**config.mk**
```make
export PLATFORM = sky130hd
export DESIGN_NAME = nonrestoring_divider_seq
export DESIGN_NICKNAME = d
export VERILOG_FILES = /design/src/rtl/nonrestoring_divider_seq.sv
export SDC_FILE = /design/constraint.sdc
export NUM_CORES = 1
export LEC_CHECK = 0
export ABC_AREA = 1
export CAP_MARGIN = 20
export CORE_UTILIZATION = 40
export CTS_CLUSTER_DIAMETER = 200
export CTS_CLUSTER_SIZE = 12
export DETAILED_ROUTE_END_ITERATION = 10
export GPL_TIMING_DRIVEN = 0
export PLACE_DENSITY_LB_ADDON = 0.05
export SKIP_LAST_GASP = 1
export SLEW_MARGIN = 20
export SYNTH_ARGS = -nofsm -noshare
export SYNTH_HDL_FRONTEND = slang
export SYNTH_SLANG_ARGS = --single-unit
```
**constraint.sdc**
```tcl
create_clock -name i_clk -period 2.9 [get_ports i_clk]
set_clock_uncertainty 0.15 [all_clocks]
set_input_delay 0.58 -clock i_clk [delete_from_list [all_inputs] [get_ports i_clk]]
set_output_delay 0.58 -clock i_clk [all_outputs]
set_load 0.01 [all_outputs]
```
**src/rtl/nonrestoring_divider_seq.sv**
```systemverilog
// Iterative unsigned non-restoring divider: one add/subtract step per clock, then one correction cycle.
// Optional macro DIV_BY_ZERO_DETECT_EN short-cuts a zero divisor and raises o_div_by_zero.
module nonrestoring_divider_seq #(
  parameter int unsigned WIDTH = 8
) (
  input  logic             i_clk,
  input  logic             i_rst,
  input  logic             i_start,
  input  logic [WIDTH-1:0] i_dividend,
  input  logic [WIDTH-1:0] i_divisor,
  output logic             o_busy,
  output logic             o_done,
  output logic [WIDTH-1:0] o_quotient,
  output logic [WIDTH-1:0] o_remainder,
  output logic             o_div_by_zero
);

  localparam int unsigned CntW = $clog2(WIDTH + 1);

  typedef enum logic [1:0] {StIdle, StIter, StCorr} state_e;

  state_e            r_state, w_state_next;
  logic [WIDTH:0]    r_p;
  logic [WIDTH-1:0]  r_a, r_d, r_q;
  logic [CntW-1:0]   r_cnt;
  logic              r_done, r_div_by_zero, r_dbz_pend;
  logic [WIDTH-1:0]  r_quotient, r_remainder;

  logic              w_skip;
  logic [WIDTH:0]    w_t, w_p_step, w_p_corr;

`ifdef DIV_BY_ZERO_DETECT_EN
  assign w_skip = (i_divisor == '0);
`else
  assign w_skip = 1'b0;
`endif

  // The sign bit of P is dropped before the shift; arithmetic is modulo 2^(WIDTH+1).
  assign w_t      = {r_p[WIDTH-1:0], r_a[WIDTH-1]};
  assign w_p_step = r_p[WIDTH] ? (w_t + {1'b0, r_d}) : (w_t - {1'b0, r_d});
  assign w_p_corr = r_p + ({1'b0, r_d} & {(WIDTH + 1){r_p[WIDTH]}});

  always_ff @(posedge i_clk or posedge i_rst) begin
    if (i_rst) r_state <= StIdle;
    else       r_state <= w_state_next;
  end

  always_comb begin
    w_state_next = r_state;
    case (r_state)
      StIdle: if (i_start) w_state_next = w_skip ? StCorr : StIter;
      StIter: if (r_cnt == CntW'(1)) w_state_next = StCorr;
      StCorr: w_state_next = StIdle;
      default: w_state_next = StIdle;
    endcase
  end

  always_ff @(posedge i_clk or posedge i_rst) begin
    if (i_rst) begin
      r_p           <= '0;
      r_a           <= '0;
      r_d           <= '0;
      r_q           <= '0;
      r_cnt         <= '0;
      r_done        <= 1'b0;
      r_div_by_zero <= 1'b0;
      r_dbz_pend    <= 1'b0;
      r_quotient    <= '0;
      r_remainder   <= '0;
    end else begin
      r_done <= 1'b0;
      case (r_state)
        StIdle: begin
          if (i_start) begin
            r_a           <= i_dividend;
            r_d           <= i_divisor;
            r_cnt         <= CntW'(WIDTH);
            r_dbz_pend    <= w_skip;
            r_div_by_zero <= 1'b0;
            // A skipped zero divisor preloads the final answer so CORR passes it straight through.
            if (w_skip) begin
              r_p <= {1'b0, i_dividend};
              r_q <= '1;
            end else begin
              r_p <= '0;
              r_q <= '0;
            end
          end
        end
        StIter: begin
          r_p   <= w_p_step;
          r_q   <= {r_q[WIDTH-2:0], ~w_p_step[WIDTH]};
          r_a   <= r_a << 1;
          r_cnt <= r_cnt - CntW'(1);
        end
        StCorr: begin
          r_p           <= w_p_corr;
          r_quotient    <= r_q;
          r_remainder   <= w_p_corr[WIDTH-1:0];
          r_done        <= 1'b1;
          r_div_by_zero <= r_dbz_pend;
        end
        default: ;
      endcase
    end
  end

  assign o_busy        = (r_state != StIdle);
  assign o_done        = r_done;
  assign o_quotient    = r_quotient;
  assign o_remainder   = r_remainder;
  assign o_div_by_zero = r_div_by_zero;

endmodule

```
==> results of run 1 <==
==> through the flow <==
step / instances / power, µW / hold slack, ns / util / cell area (µm²)
after floorplan: 433 / 3015 / 0.3015 / - / 3349
after global placement: 574 / 3679 / 0.3071 / 0.4699 / 3841
after detailed placement: 575 / 3717 / 0.3139 / 0.4735 / 3871
after CTS: 583 / 4200 / 0.3439 / 0.4853 / 3968
after global routing: 583 / 4638 / 0.3568 / 0.4853 / 3968
final: 583 / 4150 / 0.3342 / 0.4853 / 3968
==> power breakdown <==
part / internal, µW / total, µW / switching [µW]
Clock: 178 / 467 / 289
Sequential: 1080 / 1280 / 197
Combinational: 948 / 2410 / 1460
Total: 2210 / 4150 / 1940
==> cells by family after synthesis <==
kind of cell	Yosys count	share of synthesized area
AOI/OAI and AO/OA	66	0.1210
xor gates and xnor gates	7	0.01830
adders and majority gates	26	0.1016
buffers and inverters	77	0.09376
DFF	56	0.4184
other	1	0.001120
and+or+nand+nor	200	0.2458
==> final cells by class <==
type / instances / area [µm²] / share of cell area
Buffer: 10 / 62.56 / 0.01577
Clock buffer: 5 / 68.82 / 0.01734
Sequential cell: 56 / 1401 / 0.3532
Clock inverter: 3 / 27.53 / 0.006938
Multi-Input combinational cell: 300 / 1634 / 0.4119
Timing Repair Buffer: 37 / 387.9 / 0.09776
Tap cell: 105 / 131.4 / 0.03311
Inverter: 67 / 254.0 / 0.06402
==> layer usage <==
metal / track usage / vias up / wire [µm]
li1: - / 1455 / -
met1: 0.2783 / 1245 / 3871
met2: 0.2923 / 45 / 3123
met3: 0.02764 / 4 / 240
met4: 0.05385 / 0 / 89
met5: 0 / - / 0
==> flip-flops by register name, indices dropped and copies added, names as in the netlist <==
signal / count
o_remainder: 8
r_state: 2
o_done: 1
r_q: 8
o_quotient: 8
r_d: 8
r_cnt: 4
r_a: 8
r_p: 9
==> worst max path at each step <==
stage | startpoint | slack, ns | end | depth (start not counted)
floorplan | r_d[0]$_DFFE_PP0P_ | 0.68 | r_p[8]$_DFFE_PP0P_ | 16
global placement | i_rst | -0.40 | r_a[0]$_DFFE_PP0P_ | 2
detailed placement | r_d[0]$_DFFE_PP0P_ | 0.27 | r_q[0]$_DFFE_PP0P_ | 13
CTS | r_d[0]$_DFFE_PP0P_ | 0.25 | r_q[0]$_DFFE_PP0P_ | 13
global route | r_p[8]$_DFFE_PP0P_ | 0.03 | r_p[8]$_DFFE_PP0P_ | 16
finish | r_p[8]$_DFFE_PP0P_ | 0.28 | r_p[6]$_DFFE_PP0P_ | 16
==> Yosys cell counts (3+ instances only) <==
master and instances:
nor2_2 5, inv_2 5, o21ai_0 28, nand3_1 27, buf_4 3, o22ai_1 8, ha_1 24, a31oi_2 3
a31oi_1 4, nand2_1 144, dfrtp_1 56, xor2_1 7, inv_1 62, nor2_1 15, clkbuf_1 3, a21oi_1 14
==> worst register-to-register path: stages (launching register included) <==
cell	delay (ns)
dfrtp_1	0.46
clkbuf_1	0.36
nand2_1	0.12
inv_1	0.07
ha_1	0.16
inv_1	0.06
fa_1	0.36
inv_1	0.10
nand3_1	0.07
nand2_1	0.14
nand3_1	0.11
nand2_1	0.07
nand2_1	0.04
nand3_1	0.10
nand2_1	0.06
nand2_1	0.05
nand2_1	0.04
==> flow_summary.ini, run 1 <==
[pwr]
leakagePower_uw = 0.002090
ir_drop_v = 0.0004851
powerDensity_nw_per_um2 = 1046

[logic_synthesis]
netlist_area_um2 = 3349
yosys.area.top_type = dfrtp_1
synthTopCellsByArea = dfrtp_1 42%, nand2_1 16%, ha_1 9.0%
synth_cells = 433
syn-num-nets = 478
synth_top_flop_cell = dfrtp_1
synth_edf_count = 0
synth_warnings = 0
synth.top_cell.area_share = 0.4184
yosysSeqAreaShare = 0.4184
ys_ff_latch = 56
syn_avg_cell_area_um2 = 7.735
synthArstFlopShare = 1.000
ys_types = 34

[place]
gp_congestion = 0.9177
dpl.hpwl_mm = 5.595
io_buffers = 36
pre_cts_ws_ns = 0.2665

[clock_tree]
htree_levels = 2
cts_buffers = 5
post_cts_resized = 0
cts_root_buffer = clkbuf_8
cts.sinks = 56
hold_buffers = 0
cts_tree = done
clockBufferDepth = 2
post_cts_buffers = 0
clkTransAtPathRegs_ns = 0.12
clock_latency_ns = 0.32

[sta]
finalHoldViolations = 0
slew_headroom = 0.6160
rsz0062_at_grt = no
setup_viol = 0
tightest_slew_ns = 0.5761
setup_ws_ns = 0.2816
period_needed_ns = 2.618
maxSlewViolCount = 0
tns_ns = 0
max_freq_mhz = 381.9
timing.final.crit_share = 0.9029

[hold_path]
hold_path_class = reg -> reg
holdPathEnd = o_remainder[0]$_DFFE_PP0P_
worst_hold_startpoint = o_remainder[0]$_DFFE_PP0P_
holdPathStages = 2

[cells_and_area]
final_common_cell = nand2_1
fill_cells = 832
final_cell_mix = 144 x nand2_1, 61 x inv_1, 56 x dfrtp_1
drive_gt1_frac = 0.07741
syn_to_final_growth_pct = 18.45
antenna_cells = 0
nNetsFinal = 522

[floorplanning]
ios = 38
std_cell_rows = 33
coreArea_um2 = 8175
die_area_um2 = 8743
die_h_um = 93.51
initial_core_util = 0.4097
dieWidth_um = 93.51

[routing]
wl_per_cell_um = 12.56
dr.first_iter.drc_count = 111
routed_via_density = 4.715
drt-total-wl_mm = 7.325
first_pass_iters = 4
drc = 0
ant_nets = 0
num_vias = 2749

[critical_path]
rr_startpoint = r_p[8]$_DFFE_PP0P_
rrSetupSlack_ns = 0.28
crit_chain = clkbuf_1 -> nand2_1 -> inv_1 -> ha_1 -> inv_1 -> fa_1 -> inv_1 -> nand3_1 -> nand2_1 -> nand3_1 -> nand2_1 -> nand2_1 -> nand3_1 -> nand2_1 -> nand2_1 -> nand2_1
critPathBufInv = 4
end_kind = register
cp.required_ns = 2.97
crit_path_frequent_cell = nand2_1
worstSetupPathType = reg -> reg
r2r_end = r_p[6]$_DFFE_PP0P_
ff2ff_path_depth = 16
critPathSlowestCell = dfrtp_1
arrival_ns = 2.69
critical_path.max_stage_delay_ns = 0.46
crit_path_start_kind = register
worstPathMaxFanout = 10
cp_top_family = simple AND/OR/NAND/NOR gates

[outcome]
status = complete, no violations

[job]
cap_violations = 0

[global_route]
gr-total-overflow = 0
grt_pass1_wl_mm = 12.73
grt_max_degree = 44
grt.total_usage = 0.1906
antenna_found_initial = 0
grt_pass1_vias = 2630
No activity file was read; power rests on OpenSTA's default activity.
==> run 2, diff against run 1 <==
--- a/config.mk
+++ b/config.mk
@@ -7,7 +7,8 @@
 export LEC_CHECK = 0
 export ABC_AREA = 1
 export CAP_MARGIN = 20
-export CORE_UTILIZATION = 40
+export CORE_MARGIN = 2
+export CORE_UTILIZATION = 55
 export CTS_CLUSTER_DIAMETER = 200
 export CTS_CLUSTER_SIZE = 12
 export DETAILED_ROUTE_END_ITERATION = 10
==> flow_summary.ini, run 2 (synthesized netlist as in run 1, its figures left out) <==
[clock_tree]
cts_root_buffer = clkbuf_8
htree_levels = 2
clkTransAtPathRegs_ns = 0.11
cts_tree = done
post_cts_buffers = 0
hold_buffers = 0
cts.sinks = 56
cts_buffers = 5
post_cts_resized = 0
clockBufferDepth = 2
clock_latency_ns = 0.32

[floorplanning]
ios = 38
initial_core_util = 0.5657
die_h_um = 82.04
std_cell_rows = 28
coreArea_um2 = 5921
dieWidth_um = 82.04
die_area_um2 = 6731

[routing]
drt-total-wl_mm = 7.020
drc = 0
ant_nets = 0
routed_via_density = 5.092
first_pass_iters = 4
dr.first_iter.drc_count = 160
num_vias = 2811
wl_per_cell_um = 12.72

[critical_path]
worstPathMaxFanout = 10
crit_start = r_p[8]$_DFFE_PP0P_
r2r_end = r_p[6]$_DFFE_PP0P_
crit_path_start_kind = register
end_kind = register
arrival_ns = 2.68
rrSetupSlack_ns = 0.30
ff2ff_path_depth = 16
worstSetupPathType = reg -> reg
rr_startpoint = r_p[8]$_DFFE_PP0P_
cp.required_ns = 2.97

[global_route]
antenna_found_initial = 0
gr-total-overflow = 0
grt_pass1_vias = 2603
grt_pass1_wl_mm = 11.88
grt.total_usage = 0.2302
grt_max_degree = 57

[pwr]
ir_drop_v = 0.0007267
powerDensity_nw_per_um2 = 1069
leakagePower_uw = 0.002078

[sta]
slew_headroom = 0.5470
period_needed_ns = 2.604
setup_viol = 0
rsz0062_at_grt = no
tightest_slew_ns = 0.6795
maxSlewViolCount = 0
max_freq_mhz = 384.0
finalHoldViolations = 0
timing.final.crit_share = 0.8979

[cells_and_area]
final_cell_count_no_fill = 552
largest_reg_flops = 9
final_common_cell = nand2_1
syn_to_final_growth_pct = 16.51
fin_area_um2 = 3902
drive_gt1_frac = 0.07547
final_cell_mix = 144 x nand2_1, 61 x inv_1, 56 x dfrtp_1
antenna_cells = 0
nNetsFinal = 521
top_register = r_p

[place]
gp_congestion = 0.8646
dp_cells = 544
placed_cell_area_um2 = 3806
io_buffers = 36
dpl.hpwl_mm = 5.215

[hold_path]
holdPathStages = 2
hold_path_class = reg -> reg
worst_hold_startpoint = o_remainder[3]$_DFFE_PP0P_
holdPathEnd = o_remainder[3]$_DFFE_PP0P_

[job]
cap_violations = 0

[outcome]
status = complete, no violations
[run 2: cell count changes in the layout (fill, tap and decap cells not counted)]
cell    change
buf_16      -1
[run 2: metrics by stage]
stage | hold slack, ns | setup TNS (ns) | power (µW) | setup WS (ns) | util
floorplan | 0.3015 | 0 | 3015 | 0.6815 | -
global placement | 0.3116 | -14.08 | 3615 | -0.2539 | 0.6424
detailed placement | 0.3167 | 0 | 3701 | 0.3257 | 0.6429
CTS | 0.3456 | 0 | 4168 | 0.3149 | 0.6591
global route | 0.3708 | 0 | 4588 | 0.008966 | 0.6591
finish | 0.3396 | 0 | 4174 | 0.2960 | 0.6591
[run 2: metal layers]
| layer | vias up | global-route usage | routed length, µm |
|---|---|---|---|
| met5 | - | 0 | 0 |
| met3 | 10 | 0.02967 | 395 |
| li1 | 1451 | - | - |
| met4 | 0 | 0.06000 | 73 |
| met1 | 1272 | 0.3324 | 3488 |
| met2 | 78 | 0.3659 | 3063 |
[run 2: where the power goes]
part,internal [µW],total [µW],leakage [µW],switching [µW]
combinational,948,2440,0.00131,1490
sequential,1080,1280,0.000724,195
clock,178,463,0.0000463,285
total,2210,4170,0.00208,1970
[run 2: final cells by class]
type,count,area [µm²]
inverters,67,254.0
fillers,510,2018
flip-flops and latches,56,1401
well taps,75,93.84
clock buffers,5,68.82
multi-input cells,300,1634
clock inverters,3,27.53
repair buffers,36,360.3
plain buffers,10,62.56
[run 2: critical path, cell delays in order (launching register included)]
cell      delay (ns)
dfrtp_1         0.45
clkbuf_1        0.35
nand2_1         0.10
inv_1           0.08
ha_1            0.18
inv_1           0.06
fa_1            0.35
inv_1           0.11
nand3_1         0.07
nand2_1         0.13
nand3_1         0.11
nand2_1         0.07
nand2_1         0.04
nand3_1         0.09
nand2_1         0.06
nand2_1         0.06
nand2_1         0.05
[run 2: worst max path at each step]
stage	end	slack [ns]	cells after the start
final	r_p[6]$_DFFE_PP0P_	0.30	16
after global routing	r_p[6]$_DFFE_PP0P_	0.009	16
after CTS	r_p[6]$_DFFE_PP0P_	0.31	16
after detailed placement	r_p[6]$_DFFE_PP0P_	0.33	16
after global placement	r_p[7]$_DFFE_PP0P_	-0.25	2
after floorplan	r_p[8]$_DFFE_PP0P_	0.68	16
==> run 3, diff against run 2 <==
--- a/config.mk
+++ b/config.mk
@@ -13,7 +13,7 @@
 export CTS_CLUSTER_SIZE = 12
 export DETAILED_ROUTE_END_ITERATION = 10
 export GPL_TIMING_DRIVEN = 0
-export PLACE_DENSITY_LB_ADDON = 0.05
+export PLACE_DENSITY = 0.78
 export SKIP_LAST_GASP = 1
 export SLEW_MARGIN = 20
 export SYNTH_ARGS = -nofsm -noshare
==> constraint.sdc (replaced) <==
create_clock -name i_clk -period 3.3 [get_ports i_clk]
set_clock_uncertainty 0.15 [all_clocks]
set_input_delay 0.66 -clock i_clk [delete_from_list [all_inputs] [get_ports i_clk]]
set_output_delay 0.66 -clock i_clk [all_outputs]
set_load 0.01 [all_outputs]
==> flow_summary.ini, run 3 (synthesized netlist as in run 1, its figures left out) <==
[outcome]
status = complete, no violations

[global_route]
grt.total_usage = 0.2336
grt_pass1_wl_mm = 11.94
antenna_found_initial = 0
gr-total-overflow = 0
grt_max_degree = 57
grt_pass1_vias = 2606

[clock_tree]
clkTransAtPathRegs_ns = 0.11
cts.sinks = 56
hold_buffers = 0
post_cts_resized = 0
post_cts_buffers = 0
cts_tree = done
clockBufferDepth = 2
htree_levels = 2
cts_root_buffer = clkbuf_8
cts_buffers = 5
clock_latency_ns = 0.32

[sta]
tns_ns = 0
maxSlewViolCount = 0
setup_viol = 0
max_freq_mhz = 389.9
timing.final.crit_share = 0.7773
period_needed_ns = 2.565
rsz0062_at_grt = no
slew_headroom = 0.5480
finalHoldViolations = 0
tightest_slew_ns = 0.6780

[cells_and_area]
fill_cells = 523
top_register = r_p
drive_gt1_frac = 0.07547
final_cell_mix = 144 x nand2_1, 61 x inv_1, 56 x dfrtp_1
final-seq-area_um2 = 1401
nNetsFinal = 521
antenna_cells = 0
final_common_cell = nand2_1
largest_reg_flops = 9
fin_area_um2 = 3902
syn_to_final_growth_pct = 16.51
multi_input_comb_area_um2 = 1634

[critical_path]
crit_chain = clkbuf_1 -> nand2_1 -> inv_1 -> ha_1 -> inv_1 -> fa_1 -> inv_1 -> nand3_1 -> nand2_1 -> nand3_1 -> nand2_1 -> nand2_1 -> nand3_1 -> nand2_1 -> nand2_1 -> nand2_1
cp.required_ns = 3.37
worstPathMaxFanout = 10
ff2ff_path_depth = 16
crit_path_start_kind = register
critPathSlowestCell = dfrtp_1
arrival_ns = 2.63
r2r_end = r_p[6]$_DFFE_PP0P_
rrSetupSlack_ns = 0.74
critical_path.max_stage_delay_ns = 0.45
crit_path_frequent_cell = nand2_1
rr_startpoint = r_p[8]$_DFFE_PP0P_
end_kind = register
worstSetupPathType = reg -> reg

[floorplanning]
die_h_um = 82.04
ios = 38
coreArea_um2 = 5921
std_cell_rows = 28
die_area_um2 = 6731
initial_core_util = 0.5657
dieWidth_um = 82.04

[pwr]
finalPower_uw = 3658
leakagePower_uw = 0.002078
ir_drop_v = 0.0005337
powerDensity_nw_per_um2 = 937.2

[job]
cap_violations = 0

[place]
gp_congestion = 0.8539
io_buffers = 36
dpl.hpwl_mm = 5.321
placed_cell_area_um2 = 3806

[routing]
ant_nets = 0
wl_per_cell_um = 12.62
drt-total-wl_mm = 6.966
dr.first_iter.drc_count = 185
num_vias = 2871
drc = 0
first_pass_iters = 5
routed_via_density = 5.201

[hold_path]
worst_hold_startpoint = o_remainder[5]$_DFFE_PP0P_
holdPathStages = 2
hold_path_class = reg -> reg
holdPathEnd = o_remainder[5]$_DFFE_PP0P_
run 3: area by class of cell:
cell class | instances | share of cell area
multi-input cells | 300 | 0.4187
flip-flops and latches | 56 | 0.3591
repair buffers | 36 | 0.09234
inverters | 67 | 0.06509
well taps | 75 | 0.02405
clock buffers | 5 | 0.01763
plain buffers | 10 | 0.01603
clock inverters | 3 | 0.007054
run 3: worst max-delay path by stage:
stage | start | to | slack [ns]
2_1_floorplan | r_d[0]$_DFFE_PP0P_ | r_p[8]$_DFFE_PP0P_ | 1.08
3_3_place_gp | i_rst | r_cnt[0]$_DFFE_PP0P_ | 0.08
3_5_place_dp | r_d[0]$_DFFE_PP0P_ | r_q[0]$_DFFE_PP0P_ | 0.76
4_1_cts | r_state[1]$_DFFE_PP0P_ | o_busy | 0.73
5_1_grt | r_p[8]$_DFFE_PP0P_ | r_p[6]$_DFFE_PP0P_ | 0.49
6_report | r_p[8]$_DFFE_PP0P_ | r_p[6]$_DFFE_PP0P_ | 0.74
run 3: where the power goes:
group,switching [µW],internal (µW)
clock,250,157
sequential,177,950
combinational,1290,831
run 3: metal layers:
layer  up-vias  global-route usage  routed length (µm)
li1       1457                   -                   -
met1      1338              0.3255                3349
met2        67              0.3780                3184
met3         9             0.03626                 330
met4         0             0.06667                 101
met5         -                   0                   0
run 3: critical path: cells and delay by family (launching register included):
| kind | cells | cell delay (ns) |
|---|---|---|
| AND/OR/NAND/NOR | 10 | 0.74 |
| flip-flops | 1 | 0.45 |
| buffers and inverters | 4 | 0.59 |
| adder cells (fa/ha/maj) | 2 | 0.52 |
run 3: metrics by stage:
step	setup slack, ns	utilization	hold slack, ns	std cells
floorplan	1.081	-	0.3015	433
global placement	0.08360	0.6424	0.3127	544
detailed placement	0.7556	0.6429	0.3173	544
CTS	0.7307	0.6591	0.3442	552
global route	0.4938	0.6591	0.3632	552
finish	0.7351	0.6591	0.3366	552
